**src/rtl/clk_ratio_ctrl.sv**
```systemverilog
// clk_ratio_ctrl: programmable clock-ratio divider with handshaked ratio updates.
// Ratio changes are deferred to a period boundary so that no period is ever
// truncated or stretched. tick marks the last cycle of each period; div_clk is
// high for the first ceil(N/2) cycles of each period.
module clk_ratio_ctrl #(
  parameter int W       = 8,
  parameter int DEF_DIV = 2
) (
  input  logic         clk,
  input  logic         reset,
  input  logic         run,
  input  logic         cfg_valid,
  input  logic [W-1:0] cfg_div,
  output logic         cfg_ready,
  output logic         cfg_err,
  output logic         tick,
  output logic         div_clk,
  output logic [W-1:0] active_div,
  output logic [1:0]   state
);

  localparam logic [1:0] IDLE  = 2'b00;
  localparam logic [1:0] RUN   = 2'b01;
  localparam logic [1:0] DRAIN = 2'b10;

  localparam logic [W-1:0] DEF_DIV_W = W'(DEF_DIV);

  logic [1:0]   state_q, state_d;
  logic [W-1:0] cnt_q, cnt_d;
  logic [W-1:0] active_div_q, active_div_d;
  logic         pend_valid_q, pend_valid_d;
  logic [W-1:0] pend_div_q, pend_div_d;
  logic         cfg_err_q, cfg_err_d;

  logic         running;
  logic         boundary;
  logic         cfg_accept;
  logic [W-1:0] high_len;

  // Decode period position and handshake qualifiers from registered state only.
  always_comb begin
    running    = (state_q == RUN) || (state_q == DRAIN);
    boundary   = running && (cnt_q == (active_div_q - W'(1)));
    cfg_accept = cfg_valid && !pend_valid_q;
    high_len   = (active_div_q >> 1) + {{(W-1){1'b0}}, active_div_q[0]};
  end

  // Next-state logic: counter, ratio/pending registers and FSM.
  always_comb begin
    state_d      = state_q;
    cnt_d        = cnt_q;
    active_div_d = active_div_q;
    pend_valid_d = pend_valid_q;
    pend_div_d   = pend_div_q;
    cfg_err_d    = 1'b0;

    // Boundary update runs first; a handshake can only occur with no pending
    // ratio, so one landing on the boundary is queued for the next boundary.
    if (running) begin
      if (boundary) begin
        cnt_d = '0;
        if (pend_valid_q) begin
          active_div_d = pend_div_q;
          pend_valid_d = 1'b0;
        end
      end else begin
        cnt_d = cnt_q + W'(1);
      end
    end else begin
      cnt_d = '0;
    end

    if (cfg_accept) begin
      if (cfg_div == '0) begin
        cfg_err_d = 1'b1;
      end else if (!running) begin
        active_div_d = cfg_div;
      end else begin
        pend_valid_d = 1'b1;
        pend_div_d   = cfg_div;
      end
    end

    case (state_q)
      IDLE:    state_d = run ? RUN : IDLE;
      RUN:     state_d = run ? RUN : (boundary ? IDLE : DRAIN);
      DRAIN:   state_d = run ? RUN : (boundary ? IDLE : DRAIN);
      default: state_d = IDLE;
    endcase
  end

  // Registered state with asynchronous active-high reset.
  always_ff @(posedge clk or posedge reset) begin
    if (reset) begin
      state_q      <= IDLE;
      cnt_q        <= '0;
      active_div_q <= DEF_DIV_W;
      pend_valid_q <= 1'b0;
      pend_div_q   <= '0;
      cfg_err_q    <= 1'b0;
    end else begin
      state_q      <= state_d;
      cnt_q        <= cnt_d;
      active_div_q <= active_div_d;
      pend_valid_q <= pend_valid_d;
      pend_div_q   <= pend_div_d;
      cfg_err_q    <= cfg_err_d;
    end
  end

  // Outputs decoded from registered state and counter only.
  always_comb begin
    cfg_ready  = !pend_valid_q;
    cfg_err    = cfg_err_q;
    tick       = boundary;
    div_clk    = running && (cnt_q < high_len);
    active_div = active_div_q;
    state      = state_q;
  end

endmodule
```
**config.mk**
```make
export PLATFORM = sky130hd
export DESIGN_NAME = clk_ratio_ctrl
export DESIGN_NICKNAME = d
export VERILOG_FILES = /design/src/rtl/clk_ratio_ctrl.sv
export SDC_FILE = /design/constraint.sdc
export NUM_CORES = 1
export LEC_CHECK = 0
export CAP_MARGIN = 20
export CORE_UTILIZATION = 63
export DETAILED_ROUTE_END_ITERATION = 16
export DONT_BUFFER_PORTS = 1
export PLACE_DENSITY_LB_ADDON = 0.2
export SYNTH_ARGS = -nofsm -noshare
export SYNTH_HDL_FRONTEND = slang
export SYNTH_SLANG_ARGS = --single-unit
```
**constraint.sdc**
```tcl
create_clock -name clk -period 3.4 [get_ports clk]
set_clock_uncertainty 0.1 [all_clocks]
set_input_delay 0.85 -clock clk [delete_from_list [all_inputs] [get_ports clk]]
set_output_delay 0.85 -clock clk [all_outputs]
set_load 0.03 [all_outputs]
```
==> flow_summary.html, run 1 <==
<table>
<tr><th>Metric</th><th>Value</th></tr>
<tr><th colspan="2">Power and ir drop</th></tr>
<tr><td>Leakage</td><td>0.922 nW</td></tr>
<tr><td>Power, Total</td><td>0.00189 W</td></tr>
<tr><td>Cell Pwr Density</td><td>934 mW/mm^2</td></tr>
<tr><td>Worst supply voltage drop on vdd</td><td>829 uV</td></tr>
<tr><th colspan="2">Clock tree</th></tr>
<tr><td>Number of hold buffers added after cts</td><td>0</td></tr>
<tr><td>CTS buffer count</td><td>3</td></tr>
<tr><td>Register clock-pin slew on the reported worst setup and hold paths</td><td>0.15 ns</td></tr>
<tr><td>Number of clock sinks</td><td>28</td></tr>
<tr><td>CTS tree</td><td>yes</td></tr>
<tr><td>Root buffer cell</td><td>sky130_fd_sc_hd__clkbuf_4</td></tr>
<tr><td># H-tree levels</td><td>1</td></tr>
<tr><td>Worst skew pair latency</td><td>0.32 ns</td></tr>
<tr><td>Maximum root-to-sink buffer count</td><td>2</td></tr>
<tr><th colspan="2">Timing</th></tr>
<tr><td>Count of endpoints failing hold in the final timing report</td><td>0</td></tr>
<tr><td>Unrepaired setup endpoints after global routing</td><td>true</td></tr>
<tr><td>Fmax</td><td>293 MHz</td></tr>
<tr><td>Min Clock Period, post-route</td><td>3.41 ns</td></tr>
<tr><td>Tightest hold margin</td><td>0.302 ns</td></tr>
<tr><td>Post-layout worst setup margin</td><td>-0.00863 ns</td></tr>
<tr><td>Worst rel slew slack</td><td>0.573</td></tr>
<tr><td>Final clock period utilization by the worst path</td><td>1.00</td></tr>
<tr><td># setup viols final</td><td>1</td></tr>
<tr><td>Actual slew at the worst max-slew pin</td><td>0.636 ns</td></tr>
<tr><td>Number of pins exceeding their max-slew limit in the final report</td><td>0</td></tr>
<tr><th colspan="2">GRT</th></tr>
<tr><td>First-pass GRT wire length</td><td>6.63 mm</td></tr>
<tr><td>Overall Global Routing Usage</td><td>0.277</td></tr>
<tr><td>Antenna violations before repair</td><td>0</td></tr>
<tr><td>Largest net degree at the start of global routing</td><td>29</td></tr>
<tr><td>Total overflow reported by the global router</td><td>0</td></tr>
<tr><td>Vias in the first global route</td><td>1348</td></tr>
<tr><th colspan="2">Run</th></tr>
<tr><td>Maxcap violations</td><td>0</td></tr>
<tr><th colspan="2">Finish</th></tr>
<tr><td>Post-synthesis to final-layout area growth</td><td>11.5%</td></tr>
<tr><td>Nets</td><td>201</td></tr>
<tr><td>Number of antenna repair diodes</td><td>0</td></tr>
<tr><td>Leading cell types in the layout, fill and taps excluded</td><td>26 x sky130_fd_sc_hd__dfrtp_1, 12 x sky130_fd_sc_hd__nor2_1, 12 x sky130_fd_sc_hd__a21o_1, 10 x sky130_fd_sc_hd__xor2_1</td></tr>
<tr><td>Most common cell after layout, fill and taps aside</td><td>sky130_fd_sc_hd__dfrtp_1</td></tr>
<tr><td>Ratio of cells with drive above 1 in the final layout</td><td>0.189</td></tr>
<tr><th colspan="2">Setup path</th></tr>
<tr><td>Worst reg2reg path startpoint</td><td>active_div[0]</td></tr>
<tr><td>Crit path required time</td><td>2.45 ns</td></tr>
<tr><td>WP buf/inv</td><td>2</td></tr>
<tr><td>Slowest stage delay, CP</td><td>0.61 ns</td></tr>
<tr><td>Cell family with most CP delay</td><td>compound AO/OA/AOI/OAI gates</td></tr>
<tr><td>Register-to-register setup slack</td><td>0.63 ns</td></tr>
<tr><td>Sequence of cells on the critical path</td><td>ha_4 &gt; ha_4 &gt; inv_4 &gt; ha_4 &gt; a21o_1 &gt; a21o_1 &gt; a211oi_2 &gt; o21bai_1 &gt; a31oi_2 &gt; buf_6</td></tr>
<tr><td>CP max stage cell</td><td>sky130_fd_sc_hd__dfstp_2</td></tr>
<tr><td>Worst R2R End</td><td>cnt_q[4]</td></tr>
<tr><td>Register-to-Register Path Depth</td><td>10</td></tr>
<tr><td>Endpoint type of the worst setup path</td><td>output port</td></tr>
<tr><td>Data arrival time of the critical path</td><td>2.46 ns</td></tr>
<tr><td>Worst path depth</td><td>10</td></tr>
<tr><td>Type of the setup path with the least slack</td><td>flip-flop to output port</td></tr>
<tr><td>CP most frequent cell</td><td>sky130_fd_sc_hd__ha_4</td></tr>
<tr><td>Max Fanout on Critical Path</td><td>2</td></tr>
<tr><td>CP Launch Type</td><td>flip-flop</td></tr>
<tr><th colspan="2">Route</th></tr>
<tr><td>Total wire length after detailed routing</td><td>3.95 mm</td></tr>
<tr><td>Remaining design rule violation count</td><td>0</td></tr>
<tr><td>Detailed router's first-iteration violation count</td><td>64</td></tr>
<tr><td>DR vias</td><td>1303</td></tr>
<tr><td>Avg WL per Cell</td><td>19.2 um</td></tr>
<tr><td>Initial DRT Pass Iterations</td><td>4</td></tr>
<tr><td>Vias per std cell</td><td>6.33</td></tr>
<tr><td>Detail Route Antenna Nets</td><td>0</td></tr>
<tr><th colspan="2">Synthesis</th></tr>
<tr><td>Flops &amp; latches, synth</td><td>28</td></tr>
<tr><td>Number of warnings printed during yosys synthesis</td><td>0</td></tr>
<tr><td>Netlist area before placement</td><td>0.00181 mm^2</td></tr>
<tr><td>Sequential share of the synthesized area</td><td>0.388</td></tr>
<tr><td>Number of distinct standard cells referenced by the synthesized netlist</td><td>46</td></tr>
<tr><td>Dominant synthesized flop cell</td><td>sky130_fd_sc_hd__dfrtp_1</td></tr>
<tr><td>EDFF count, synth</td><td>0</td></tr>
<tr><td>Mapped Cells</td><td>170</td></tr>
<tr><td>Post-Syn Area per Cell</td><td>10.6 um^2</td></tr>
<tr><td>Syn_nets</td><td>195</td></tr>
<tr><td>Proportion of register bits with asynchronous set or reset after synthesis</td><td>1.00</td></tr>
<tr><th colspan="2">Die</th></tr>
<tr><td>Y dimension of the die</td><td>55.6 um</td></tr>
<tr><td>Placeable Area</td><td>0.00273 mm^2</td></tr>
<tr><td>Die Footprint</td><td>0.00309 mm^2</td></tr>
<tr><td>Number of rows created at floorplan</td><td>19</td></tr>
<tr><td>Number of placed I/O pins</td><td>26</td></tr>
<tr><td>Effective utilization at floorplan</td><td>0.662</td></tr>
<tr><td>Die X</td><td>55.6 um</td></tr>
<tr><th colspan="2">Placement</th></tr>
<tr><td>Final estimated routing congestion in global placement</td><td>0.838</td></tr>
<tr><td>Setup Slack @ Placement</td><td>0.245 ns</td></tr>
<tr><td>Port Buf Inserts</td><td>0</td></tr>
<tr><td>Half-perimeter wire length of the detailed placement result</td><td>2.76 mm</td></tr>
<tr><th colspan="2">Worst hold path</th></tr>
<tr><td>Path category of the worst min-delay check</td><td>primary input to async pin</td></tr>
<tr><th colspan="2">Run status</th></tr>
<tr><td>Violations in the final reports</td><td>negative setup slack</td></tr>
<tr><td>Outcome</td><td>finished with violations</td></tr>
</table>
stage by stage:
stage                     instance area (um^2)   util  instances   TNS, ns
after global placement                    1850  0.676        200         0
final                                     2020  0.738        206  -0.00863
after floorplan                           1820      -        170         0
after global routing                      2020  0.738        206    -0.208
after detailed placement                  1850  0.676        200         0
after CTS                                 1990  0.728        205   -0.0155
where the power goes:
| group | internal (W) | total (W) | leakage (nW) | switching, W |
|---|---|---|---|---|
| registers | 0.000453 | 0.000664 | 0.353 | 0.000211 |
| clock network | 0.000119 | 0.000215 | 0.0279 | 0.0000963 |
| logic | 0.000450 | 0.00101 | 0.541 | 0.000556 |
| total | 0.00102 | 0.00189 | 0.922 | 0.000863 |
synthesized netlist by cell type, types with 2 or more instances:
cell | count | area (um^2)
sky130_fd_sc_hd__inv_1 | 9 | 33.8
sky130_fd_sc_hd__xor2_1 | 10 | 87.6
sky130_fd_sc_hd__buf_2 | 2 | 10.0
sky130_fd_sc_hd__xnor2_1 | 8 | 70.1
sky130_fd_sc_hd__clkbuf_1 | 2 | 7.51
sky130_fd_sc_hd__dfrtp_1 | 27 | 676
sky130_fd_sc_hd__nor3_1 | 3 | 15.0
sky130_fd_sc_hd__nor4_1 | 2 | 12.5
sky130_fd_sc_hd__nor2_1 | 12 | 45.0
sky130_fd_sc_hd__nand2b_1 | 3 | 18.8
sky130_fd_sc_hd__and4_1 | 2 | 17.5
sky130_fd_sc_hd__a21o_1 | 12 | 90.1
sky130_fd_sc_hd__a22o_1 | 8 | 70.1
sky130_fd_sc_hd__ha_1 | 13 | 163
sky130_fd_sc_hd__nand3_1 | 9 | 45.0
sky130_fd_sc_hd__buf_6 | 3 | 33.8
sky130_fd_sc_hd__nand2_1 | 6 | 22.5
sky130_fd_sc_hd__and3_1 | 4 | 25.0
sky130_fd_sc_hd__mux2_1 | 8 | 90.1
worst max path at each step:
stage                  startpoint      end
floorplan           active_div[0]  div_clk
global placement    active_div[0]     tick
detailed placement  active_div[0]     tick
CTS                 active_div[1]  div_clk
global route        active_div[1]  div_clk
finish              active_div[1]  div_clk
worst register-to-register path: stages, from the launching register on:
cell	delay [ns]
sky130_fd_sc_hd__dfrtp_1	0.44
sky130_fd_sc_hd__buf_4	0.21
sky130_fd_sc_hd__inv_1	0.11
sky130_fd_sc_hd__ha_4	0.15
sky130_fd_sc_hd__or3b_4	0.40
sky130_fd_sc_hd__o31a_1	0.26
sky130_fd_sc_hd__o2111ai_2	0.27
sky130_fd_sc_hd__a211o_2	0.20
sky130_fd_sc_hd__buf_4	0.13
sky130_fd_sc_hd__nand2_1	0.19
sky130_fd_sc_hd__nor2_1	0.23
cell families (layout without fill, tap and decap cells):
kind of cell    count (synthesis)  after routing  synth area share
fa+ha+maj                      13             13            0.0898
buf+inv                        17             22            0.0511
simple gates                   52             52             0.165
xor+xnor                       19             19            0.0961
compound gates                 33             33             0.160
flops                          28             28             0.388
mux                             8              8            0.0498
what timing repair did:
action / in CTS / in global routing
resized for setup: 14 / 1
endpoints found under the hold margin: 0 / 0
buffers inserted: 1 / 0
pin swaps: 7 / 1
setup endpoints to repair: 2 / 2
routing by layer:
| metal | global-route usage | routed length (um) | up-vias |
|---|---|---|---|
| li1 | - | - | 622 |
| met1 | 0.392 | 1760 | 641 |
| met2 | 0.456 | 1980 | 34 |
| met3 | 0.0326 | 157 | 6 |
| met4 | 0.0750 | 52 | 0 |
| met5 | 0 | 0 | - |
registers in the layout, summed over array words and instances (netlist names):
name,flops
active_div,8
cfg_err,1
cnt_q,8
pend_div_q,8
pend_valid_q,1
state,2
final cells by class:
cell class | count | area, um^2
clock buffers | 3 | 22.5
well taps | 31 | 38.8
repair buffers | 9 | 98.8
fillers | 185 | 716
multi-input cells | 125 | 1090
clock inverters | 1 | 30.0
flip-flops and latches | 28 | 703
inverters | 9 | 38.8
Power figures use the tool's default switching activity.
==> run 2, diff against run 1 <==
- CTS_BUF_LIST: not set -> sky130_fd_sc_hd__clkbuf_16
- TNS_END_PERCENT: not set -> 50
==> run 2 against run 1 <==
The run now ends clean; combinational power decreased by 4%; core utilization increased by 1.5 points; die area unchanged; first-iteration DRC count increased by 14%; global-route usage decreased by 1.5 points; sequential cell count unchanged; via count increased by 2.1%; wire length decreased by 1.4%; count of clock-buffer cells in the layout unchanged.
==> flow_summary.html, run 2 (synthesis gave the netlist of run 1 again) <==
<table>
<tr><th>Metric</th><th>Value</th></tr>
<tr><th colspan="2">Die</th></tr>
<tr><td>Die Footprint</td><td>0.00309 mm^2 (unchanged)</td></tr>
<tr><td>Y dimension of the die</td><td>55.6 um (unchanged)</td></tr>
<tr><td>Effective utilization at floorplan</td><td>0.662 (unchanged)</td></tr>
<tr><td>Number of rows created at floorplan</td><td>19 (unchanged)</td></tr>
<tr><td>Die X</td><td>55.6 um (unchanged)</td></tr>
<tr><td>Number of placed I/O pins</td><td>26 (unchanged)</td></tr>
<tr><td>Placeable Area</td><td>0.00273 mm^2 (unchanged)</td></tr>
<tr><th colspan="2">Route</th></tr>
<tr><td>Vias per std cell</td><td>6.49 (+2.6%)</td></tr>
<tr><td>Remaining design rule violation count</td><td>0 (unchanged)</td></tr>
<tr><td>DR vias</td><td>1331 (+2.1%)</td></tr>
<tr><td>Avg WL per Cell</td><td>19.0 um (-0.89%)</td></tr>
<tr><td>Total wire length after detailed routing</td><td>3.90 mm (-1.4%)</td></tr>
<tr><td>Detail Route Antenna Nets</td><td>0 (unchanged)</td></tr>
<tr><td>Initial DRT Pass Iterations</td><td>4 (unchanged)</td></tr>
<tr><td>Detailed router's first-iteration violation count</td><td>73 (+14%)</td></tr>
<tr><th colspan="2">GRT</th></tr>
<tr><td>Met1 layer usage reported by global route</td><td>0.375 (-0.0166)</td></tr>
<tr><td>Global Route met3 Usage</td><td>0.0349 (+0.00233)</td></tr>
<tr><td>Largest net degree at the start of global routing</td><td>29 (unchanged)</td></tr>
<tr><td>First-pass GRT wire length</td><td>6.38 mm (-3.8%)</td></tr>
<tr><td>Overall Global Routing Usage</td><td>0.262 (-0.0150)</td></tr>
<tr><td>Total overflow reported by the global router</td><td>0 (unchanged)</td></tr>
<tr><td>Antenna violations before repair</td><td>0 (unchanged)</td></tr>
<tr><td>Vias in the first global route</td><td>1353 (+0.37%)</td></tr>
<tr><td>Met2 GRT Util</td><td>0.418 (-0.0379)</td></tr>
<tr><td>Most utilized layer in the global route result</td><td>met2</td></tr>
<tr><th colspan="2">Timing</th></tr>
<tr><td># setup viols final</td><td>0 (-1)</td></tr>
<tr><td>Unrepaired setup endpoints after global routing</td><td>true</td></tr>
<tr><td>Worst rel slew slack</td><td>0.543 (-0.0298)</td></tr>
<tr><td>Post-layout worst setup margin</td><td>0.0885 ns (+0.0971 ns)</td></tr>
<tr><td>Count of endpoints failing hold in the final timing report</td><td>0 (unchanged)</td></tr>
<tr><td>Min Clock Period, post-route</td><td>3.31 ns (-0.0971 ns)</td></tr>
<tr><td>Number of pins exceeding their max-slew limit in the final report</td><td>0 (unchanged)</td></tr>
<tr><td>Final clock period utilization by the worst path</td><td>0.974 (-0.0286)</td></tr>
<tr><td>Fmax</td><td>302 MHz (+2.9%)</td></tr>
<tr><td>Actual slew at the worst max-slew pin</td><td>0.680 ns (+0.0444 ns)</td></tr>
<tr><td>Setup TNS</td><td>0 ns (+0.00863 ns)</td></tr>
<tr><th colspan="2">Setup path</th></tr>
<tr><td>Cell family with most CP delay</td><td>simple AND/OR/NAND/NOR gates</td></tr>
<tr><td>Max Fanout on Critical Path</td><td>6 (+4)</td></tr>
<tr><td>Slowest stage delay, CP</td><td>0.42 ns (-0.19 ns)</td></tr>
<tr><td>WP buf/inv</td><td>3 (+1)</td></tr>
<tr><td>Endpoint type of the worst setup path</td><td>output port</td></tr>
<tr><td>Type of the setup path with the least slack</td><td>flip-flop to output port</td></tr>
<tr><td>CP max stage cell</td><td>sky130_fd_sc_hd__dfrtp_1</td></tr>
<tr><td>Crit path required time</td><td>2.45 ns (about the same)</td></tr>
<tr><td>CP Launch Type</td><td>flip-flop</td></tr>
<tr><td>Data arrival time of the critical path</td><td>2.36 ns (-0.10 ns)</td></tr>
<tr><td>Sequence of cells on the critical path</td><td>buf_6 &gt; inv_1 &gt; ha_2 &gt; or3b_4 &gt; nor4_4 &gt; o2111ai_2 &gt; a211o_4 &gt; inv_4</td></tr>
<tr><th colspan="2">Finish</th></tr>
<tr><td>Leading cell types in the layout, fill and taps excluded</td><td>26 x sky130_fd_sc_hd__dfrtp_1, 12 x sky130_fd_sc_hd__nor2_1, 12 x sky130_fd_sc_hd__a21o_1, 10 x sky130_fd_sc_hd__xor2_1</td></tr>
<tr><td>Nets</td><td>200 (-0.50%)</td></tr>
<tr><td>Post-synthesis to final-layout area growth</td><td>13.7%</td></tr>
<tr><td>Count of non-filler cells in the finished layout</td><td>205 (-0.49%)</td></tr>
<tr><td>Area of combinational cells with multiple inputs</td><td>0.00108 mm^2 (-0.23%)</td></tr>
<tr><td>Most common cell after layout, fill and taps aside</td><td>sky130_fd_sc_hd__dfrtp_1</td></tr>
<tr><td>Reg area</td><td>703 um^2 (unchanged)</td></tr>
<tr><td>Fill cell instance count of the final layout</td><td>181 (-2.2%)</td></tr>
<tr><td>Ratio of cells with drive above 1 in the final layout</td><td>0.184 (-0.00466)</td></tr>
<tr><td>Number of antenna repair diodes</td><td>0 (unchanged)</td></tr>
<tr><th colspan="2">Clock tree</th></tr>
<tr><td>Number of clock sinks</td><td>28 (unchanged)</td></tr>
<tr><td>Post-CTS setup repair buffer count</td><td>0 (-1)</td></tr>
<tr><td># H-tree levels</td><td>1 (unchanged)</td></tr>
<tr><td>CTS tree</td><td>yes</td></tr>
<tr><td>Maximum root-to-sink buffer count</td><td>2 (unchanged)</td></tr>
<tr><td>Root buffer cell</td><td>sky130_fd_sc_hd__clkbuf_16</td></tr>
<tr><td>Register clock-pin slew on the reported worst setup and hold paths</td><td>0.07 ns (-0.08 ns)</td></tr>
<tr><td>Worst skew pair latency</td><td>0.26 ns (-0.06 ns)</td></tr>
<tr><td>CTS buffer count</td><td>3 (unchanged)</td></tr>
<tr><th colspan="2">Power and ir drop</th></tr>
<tr><td>Cell Pwr Density</td><td>962 mW/mm^2 (+3.0%)</td></tr>
<tr><td>Combinational share of power</td><td>0.490 (-0.043)</td></tr>
<tr><td>Leakage</td><td>0.939 nW (+1.9%)</td></tr>
<tr><td>Part of the total power dissipated in the clock network</td><td>0.174 (+0.060)</td></tr>
<tr><td>Part of the power in registers</td><td>0.336 (-0.016)</td></tr>
<tr><td>Worst supply voltage drop on vdd</td><td>870 uV (+4.9%)</td></tr>
<tr><td>Fraction of power spent switching nets</td><td>0.436 (-0.0217)</td></tr>
<tr><td>Internal Dissipation</td><td>0.00112 W (+9.3%)</td></tr>
<tr><td>Net switching power</td><td>0.000864 W (about the same)</td></tr>
<tr><th colspan="2">Run status</th></tr>
<tr><td>Outcome</td><td>finished clean</td></tr>
<tr><th colspan="2">Placement</th></tr>
<tr><td>Placed insts</td><td>200 (unchanged)</td></tr>
<tr><td>Final estimated routing congestion in global placement</td><td>0.838 (unchanged)</td></tr>
<tr><td>Port Buf Inserts</td><td>0 (unchanged)</td></tr>
<tr><td>Setup Slack @ Placement</td><td>0.245 ns (unchanged)</td></tr>
<tr><td>Half-perimeter wire length of the detailed placement result</td><td>2.76 mm (unchanged)</td></tr>
<tr><th colspan="2">Run</th></tr>
<tr><td>Maxcap violations</td><td>0 (unchanged)</td></tr>
<tr><th colspan="2">Worst hold path</th></tr>
<tr><td>Path category of the worst min-delay check</td><td>primary input to async pin</td></tr>
</table>
==> run 2: final cells by class <==
cell class              instances  area share
flip-flops and latches         28       0.342
repair buffers                  8      0.0444
inverters                       9      0.0176
clock inverters                 1      0.0146
clock buffers                   3      0.0365
multi-input cells             125       0.526
well taps                      31      0.0188
==> run 2: path summary, 6_finish.rpt <==
| kind | cells past startpoint | slack [ns] | end | startpoint |
|---|---|---|---|---|
| setup / recovery | 8 | 0.09 | tick | active_div[0] |
| hold / removal | 1 | 0.39 | active_div[7] | reset |
| setup reg to reg | 9 | 0.65 | active_div[7] | active_div[0] |
| hold reg to reg | 1 | 0.39 | pend_div_q[7] | pend_div_q[7] |
| max in group asynchronous | 2 | 2.26 | active_div[1] | reset |
| min in group clk | 1 | 0.39 | pend_div_q[7] | pend_div_q[7] |
==> run 2: per-layer routing <==
metal / up-vias / wire length [um]
li1: 620 / -
met1: 659 / 1700
met2: 50 / 1990
met3: 2 / 191
met4: 0 / 16
met5: - / 0
==> run 2: through the flow <==
step,utilization,total power (W),hold slack [ns],cell area (um^2)
after floorplan,-,0.00134,0.359,1820
after global placement,0.676,0.00148,0.368,1850
after detailed placement,0.676,0.00153,0.380,1850
after CTS,0.719,0.00191,0.397,1970
after global routing,0.753,0.00211,0.399,2060
final,0.753,0.00198,0.392,2060
==> run 2: worst reg2reg max path: cells and delay by family, from the launching register on <==
kind	cells	cell delay [ns]
AO/OA/AOI/OAI	4	1.11
buffers and inverters	2	0.25
adder cells (fa/ha/maj)	1	0.19
AND/OR/NAND/NOR	2	0.57
flip-flops	1	0.42
==> run 2: repair_timing <==
action	4_1_cts	5_1_grt
setup endpoints to repair	2	2
pin swaps	3	6
resized for setup	4	11
hold buffers	0	0
==> run 2: power groups by stage <==
stage / Combinational (W) / Clock, W / Sequential [W]
finish: 0.000970 / 0.000345 / 0.000666
global route: 0.00106 / 0.000362 / 0.000687
CTS: 0.000912 / 0.000351 / 0.000648
detailed placement: 0.000875 / 0 / 0.000654
global placement: 0.000832 / 0 / 0.000644
floorplan: 0.000686 / 0 / 0.000656
==> run 3, diff against run 2 <==
==> constraint.sdc (replaced) <==
create_clock -name clk -period 3.4 [get_ports clk]
set_clock_uncertainty 0.1 [all_clocks]
set_input_delay 0.85 -clock clk [delete_from_list [all_inputs] [get_ports clk]]
set_output_delay 0.85 -clock clk [all_outputs]
set_load 0.005 [all_outputs]
==> run 3 against run 2 <==
Sequential share of layout area increased by 1.5 points; first-iteration DRC count decreased by 30%; power decreased by 14%; sequential cell count unchanged; largest power group unchanged.
==> flow_summary.html, run 3 (synthesis gave the netlist of run 1 again) <==
<table>
<tr><th>Metric</th><th>Value</th></tr>
<tr><th colspan="2">GRT</th></tr>
<tr><td>Most utilized layer in the global route result</td><td>met2</td></tr>
<tr><td>First-pass GRT wire length</td><td>6.10 mm (-4.3%)</td></tr>
<tr><td>Overall Global Routing Usage</td><td>0.255 (-0.00718)</td></tr>
<tr><td>Met1 layer usage reported by global route</td><td>0.364 (-0.0107)</td></tr>
<tr><td>Antenna violations before repair</td><td>0 (unchanged)</td></tr>
<tr><td>Global Route met3 Usage</td><td>0.0581 (+0.0233)</td></tr>
<tr><td>Met2 GRT Util</td><td>0.382 (-0.0361)</td></tr>
<tr><td>Largest net degree at the start of global routing</td><td>29 (unchanged)</td></tr>
<tr><td>Vias in the first global route</td><td>1289 (-4.7%)</td></tr>
<tr><td>Total overflow reported by the global router</td><td>0 (unchanged)</td></tr>
<tr><th colspan="2">Power and ir drop</th></tr>
<tr><td>Internal Dissipation</td><td>0.00104 W (-7.1%)</td></tr>
<tr><td>Leakage</td><td>0.907 nW (-3.4%)</td></tr>
<tr><td>Part of the total power dissipated in the clock network</td><td>0.204 (+0.030)</td></tr>
<tr><td>Worst supply voltage drop on vdd</td><td>640 uV (-26%)</td></tr>
<tr><td>Combinational share of power</td><td>0.422 (-0.068)</td></tr>
<tr><td>Part of the power in registers</td><td>0.374 (+0.038)</td></tr>
<tr><td>Fraction of power spent switching nets</td><td>0.392 (-0.0436)</td></tr>
<tr><td>Net switching power</td><td>0.000670 W (-22%)</td></tr>
<tr><td>Cell Pwr Density</td><td>865 mW/mm^2 (-10%)</td></tr>
<tr><th colspan="2">Setup path</th></tr>
<tr><td>Data arrival time of the critical path</td><td>2.33 ns (-0.03 ns)</td></tr>
<tr><td>CP Launch Type</td><td>flip-flop</td></tr>
<tr><td>Crit path required time</td><td>2.45 ns (about the same)</td></tr>
<tr><td>Max Fanout on Critical Path</td><td>6 (unchanged)</td></tr>
<tr><td>Endpoint type of the worst setup path</td><td>output port</td></tr>
<tr><td>Type of the setup path with the least slack</td><td>flip-flop to output port</td></tr>
<tr><th colspan="2">Placement</th></tr>
<tr><td>Final estimated routing congestion in global placement</td><td>0.802 (-4.3%)</td></tr>
<tr><td>Port Buf Inserts</td><td>0 (unchanged)</td></tr>
<tr><td>Placed insts</td><td>194 (-3.0%)</td></tr>
<tr><td>Half-perimeter wire length of the detailed placement result</td><td>2.60 mm (-6.1%)</td></tr>
<tr><th colspan="2">Finish</th></tr>
<tr><td>Fill cell instance count of the final layout</td><td>200 (+10%)</td></tr>
<tr><td>Leading cell types in the layout, fill and taps excluded</td><td>26 x sky130_fd_sc_hd__dfrtp_1, 12 x sky130_fd_sc_hd__nor2_1, 12 x sky130_fd_sc_hd__a21o_1, 10 x sky130_fd_sc_hd__xor2_1, 10 x sky130_fd_sc_hd__ha_1</td></tr>
<tr><td>Most common cell after layout, fill and taps aside</td><td>sky130_fd_sc_hd__dfrtp_1</td></tr>
<tr><td>Post-synthesis to final-layout area growth</td><td>9.05%</td></tr>
<tr><td>Nets</td><td>194 (-3.0%)</td></tr>
<tr><td>Count of non-filler cells in the finished layout</td><td>199 (-2.9%)</td></tr>
<tr><td>Ratio of cells with drive above 1 in the final layout</td><td>0.137 (-0.0470)</td></tr>
<tr><td>Number of antenna repair diodes</td><td>0 (unchanged)</td></tr>
<tr><th colspan="2">Timing</th></tr>
<tr><td>Fmax</td><td>305 MHz (+0.88%)</td></tr>
<tr><td>Final clock period utilization by the worst path</td><td>0.965 (-0.00854)</td></tr>
<tr><td>Setup TNS</td><td>0 ns (unchanged)</td></tr>
<tr><td>Count of endpoints failing hold in the final timing report</td><td>0 (unchanged)</td></tr>
<tr><td>Unrepaired setup endpoints after global routing</td><td>false</td></tr>
<tr><td>Worst rel slew slack</td><td>0.574 (+0.0308)</td></tr>
<tr><td>Min Clock Period, post-route</td><td>3.28 ns (-0.0290 ns)</td></tr>
<tr><td>Number of pins exceeding their max-slew limit in the final report</td><td>0 (unchanged)</td></tr>
<tr><td>Actual slew at the worst max-slew pin</td><td>0.636 ns (-0.0440 ns)</td></tr>
<tr><td># setup viols final</td><td>0 (unchanged)</td></tr>
<tr><th colspan="2">Route</th></tr>
<tr><td>Initial DRT Pass Iterations</td><td>6 (+2)</td></tr>
<tr><td>Avg WL per Cell</td><td>17.6 um (-7.5%)</td></tr>
<tr><td>Detail Route Antenna Nets</td><td>0 (unchanged)</td></tr>
<tr><td>Detailed router's first-iteration violation count</td><td>51 (-30%)</td></tr>
<tr><td>Total wire length after detailed routing</td><td>3.50 mm (-10%)</td></tr>
<tr><td>DR vias</td><td>1267 (-4.8%)</td></tr>
<tr><td>Remaining design rule violation count</td><td>0 (unchanged)</td></tr>
<tr><td>Vias per std cell</td><td>6.37 (-1.9%)</td></tr>
<tr><th colspan="2">Clock tree</th></tr>
<tr><td>CTS buffer count</td><td>3 (unchanged)</td></tr>
<tr><td>Worst skew pair latency</td><td>0.27 ns (about the same)</td></tr>
<tr><td>Number of hold buffers added after cts</td><td>0 (unchanged)</td></tr>
<tr><td># H-tree levels</td><td>1 (unchanged)</td></tr>
<tr><td>CTS tree</td><td>yes</td></tr>
<tr><td>Maximum root-to-sink buffer count</td><td>2 (unchanged)</td></tr>
<tr><td>Root buffer cell</td><td>sky130_fd_sc_hd__clkbuf_16</td></tr>
<tr><td>Post-CTS setup repair buffer count</td><td>0 (unchanged)</td></tr>
<tr><td>Number of clock sinks</td><td>28 (unchanged)</td></tr>
<tr><td>Register clock-pin slew on the reported worst setup and hold paths</td><td>0.07 ns (about the same)</td></tr>
<tr><th colspan="2">Die</th></tr>
<tr><td>Die Footprint</td><td>0.00309 mm^2 (unchanged)</td></tr>
<tr><td>Effective utilization at floorplan</td><td>0.662 (unchanged)</td></tr>
<tr><td>Number of rows created at floorplan</td><td>19 (unchanged)</td></tr>
<tr><td>Die X</td><td>55.6 um (unchanged)</td></tr>
<tr><td>Placeable Area</td><td>0.00273 mm^2 (unchanged)</td></tr>
<tr><td>Number of placed I/O pins</td><td>26 (unchanged)</td></tr>
<tr><td>Y dimension of the die</td><td>55.6 um (unchanged)</td></tr>
<tr><th colspan="2">Run status</th></tr>
<tr><td>Outcome</td><td>finished clean</td></tr>
<tr><th colspan="2">Run</th></tr>
<tr><td>Maxcap violations</td><td>0 (unchanged)</td></tr>
<tr><th colspan="2">Worst hold path</th></tr>
<tr><td>Path category of the worst min-delay check</td><td>primary input to async pin</td></tr>
</table>
## run 3: changes by cell type in the layout (fill, tap and decap cells not counted), sizes merged
cell,before,now
buf,8,2
## run 3: per-layer routing
| metal | routed length, um | part of all wire |
|---|---|---|
| met1 | 1680 | 0.48 |
| met4 | 50 | 0.014 |
| met5 | 0 | 0 |
| met3 | 170 | 0.049 |
| met2 | 1600 | 0.46 |
## run 3: final timing paths
path	depth (start not counted)	to	slack, ns	start
hold / removal	1	state[0]	0.35	reset
setup reg to reg	8	active_div[3]	0.75	active_div[0]
setup / recovery	9	div_clk	0.12	active_div[1]
max in group asynchronous	2	active_div[1]	2.36	reset
hold reg to reg	1	pend_div_q[7]	0.39	pend_div_q[7]
min in group clk	1	pend_div_q[7]	0.39	pend_div_q[7]
## run 3: layout make-up
type,instances,area (um^2),area share
Sequential cell,28,703,0.356
Multi-Input combinational cell,125,1060,0.536
Clock buffer,3,75.1,0.0380
Tap cell,31,38.8,0.0196
Timing Repair Buffer,2,35.0,0.0177
Clock inverter,1,30.0,0.0152
Inverter,9,33.8,0.0171
## run 3: power groups by stage
stage | clock (W) | combinational (W) | sequential [W]
after floorplan | 0 | 0.000644 | 0.000554
after global placement | 0 | 0.000647 | 0.000625
after detailed placement | 0 | 0.000677 | 0.000634
after CTS | 0.000354 | 0.000697 | 0.000629
after global routing | 0.000361 | 0.000803 | 0.000663
final | 0.000348 | 0.000721 | 0.000639
## run 3: worst max-delay path: stages, from the launching register on
cell,delay [ns]
sky130_fd_sc_hd__dfstp_2,0.62
sky130_fd_sc_hd__ha_4,0.18
sky130_fd_sc_hd__ha_4,0.19
sky130_fd_sc_hd__inv_2,0.06
sky130_fd_sc_hd__ha_4,0.19
sky130_fd_sc_hd__a21o_1,0.18
sky130_fd_sc_hd__a21o_1,0.16
sky130_fd_sc_hd__a211oi_2,0.18
sky130_fd_sc_hd__o21bai_1,0.08
sky130_fd_sc_hd__a31oi_1,0.21
## run 3: repair_timing
item,CTS,global route
pin swaps,1,7
endpoints found under the setup margin,1,1
gates resized for setup,3,4
## run 3: through the flow
step	utilization	hold WS, ns	total power (W)	cell area (um^2)	setup WS (ns)
final	0.722	0.345	0.00171	1970	0.118
after detailed placement	0.658	0.376	0.00131	1800	0.239
after global routing	0.722	0.367	0.00183	1970	0.00598
after CTS	0.699	0.391	0.00168	1910	0.0258
after global placement	0.658	0.368	0.00127	1800	0.306
after floorplan	-	0.359	0.00120	1810	0.431
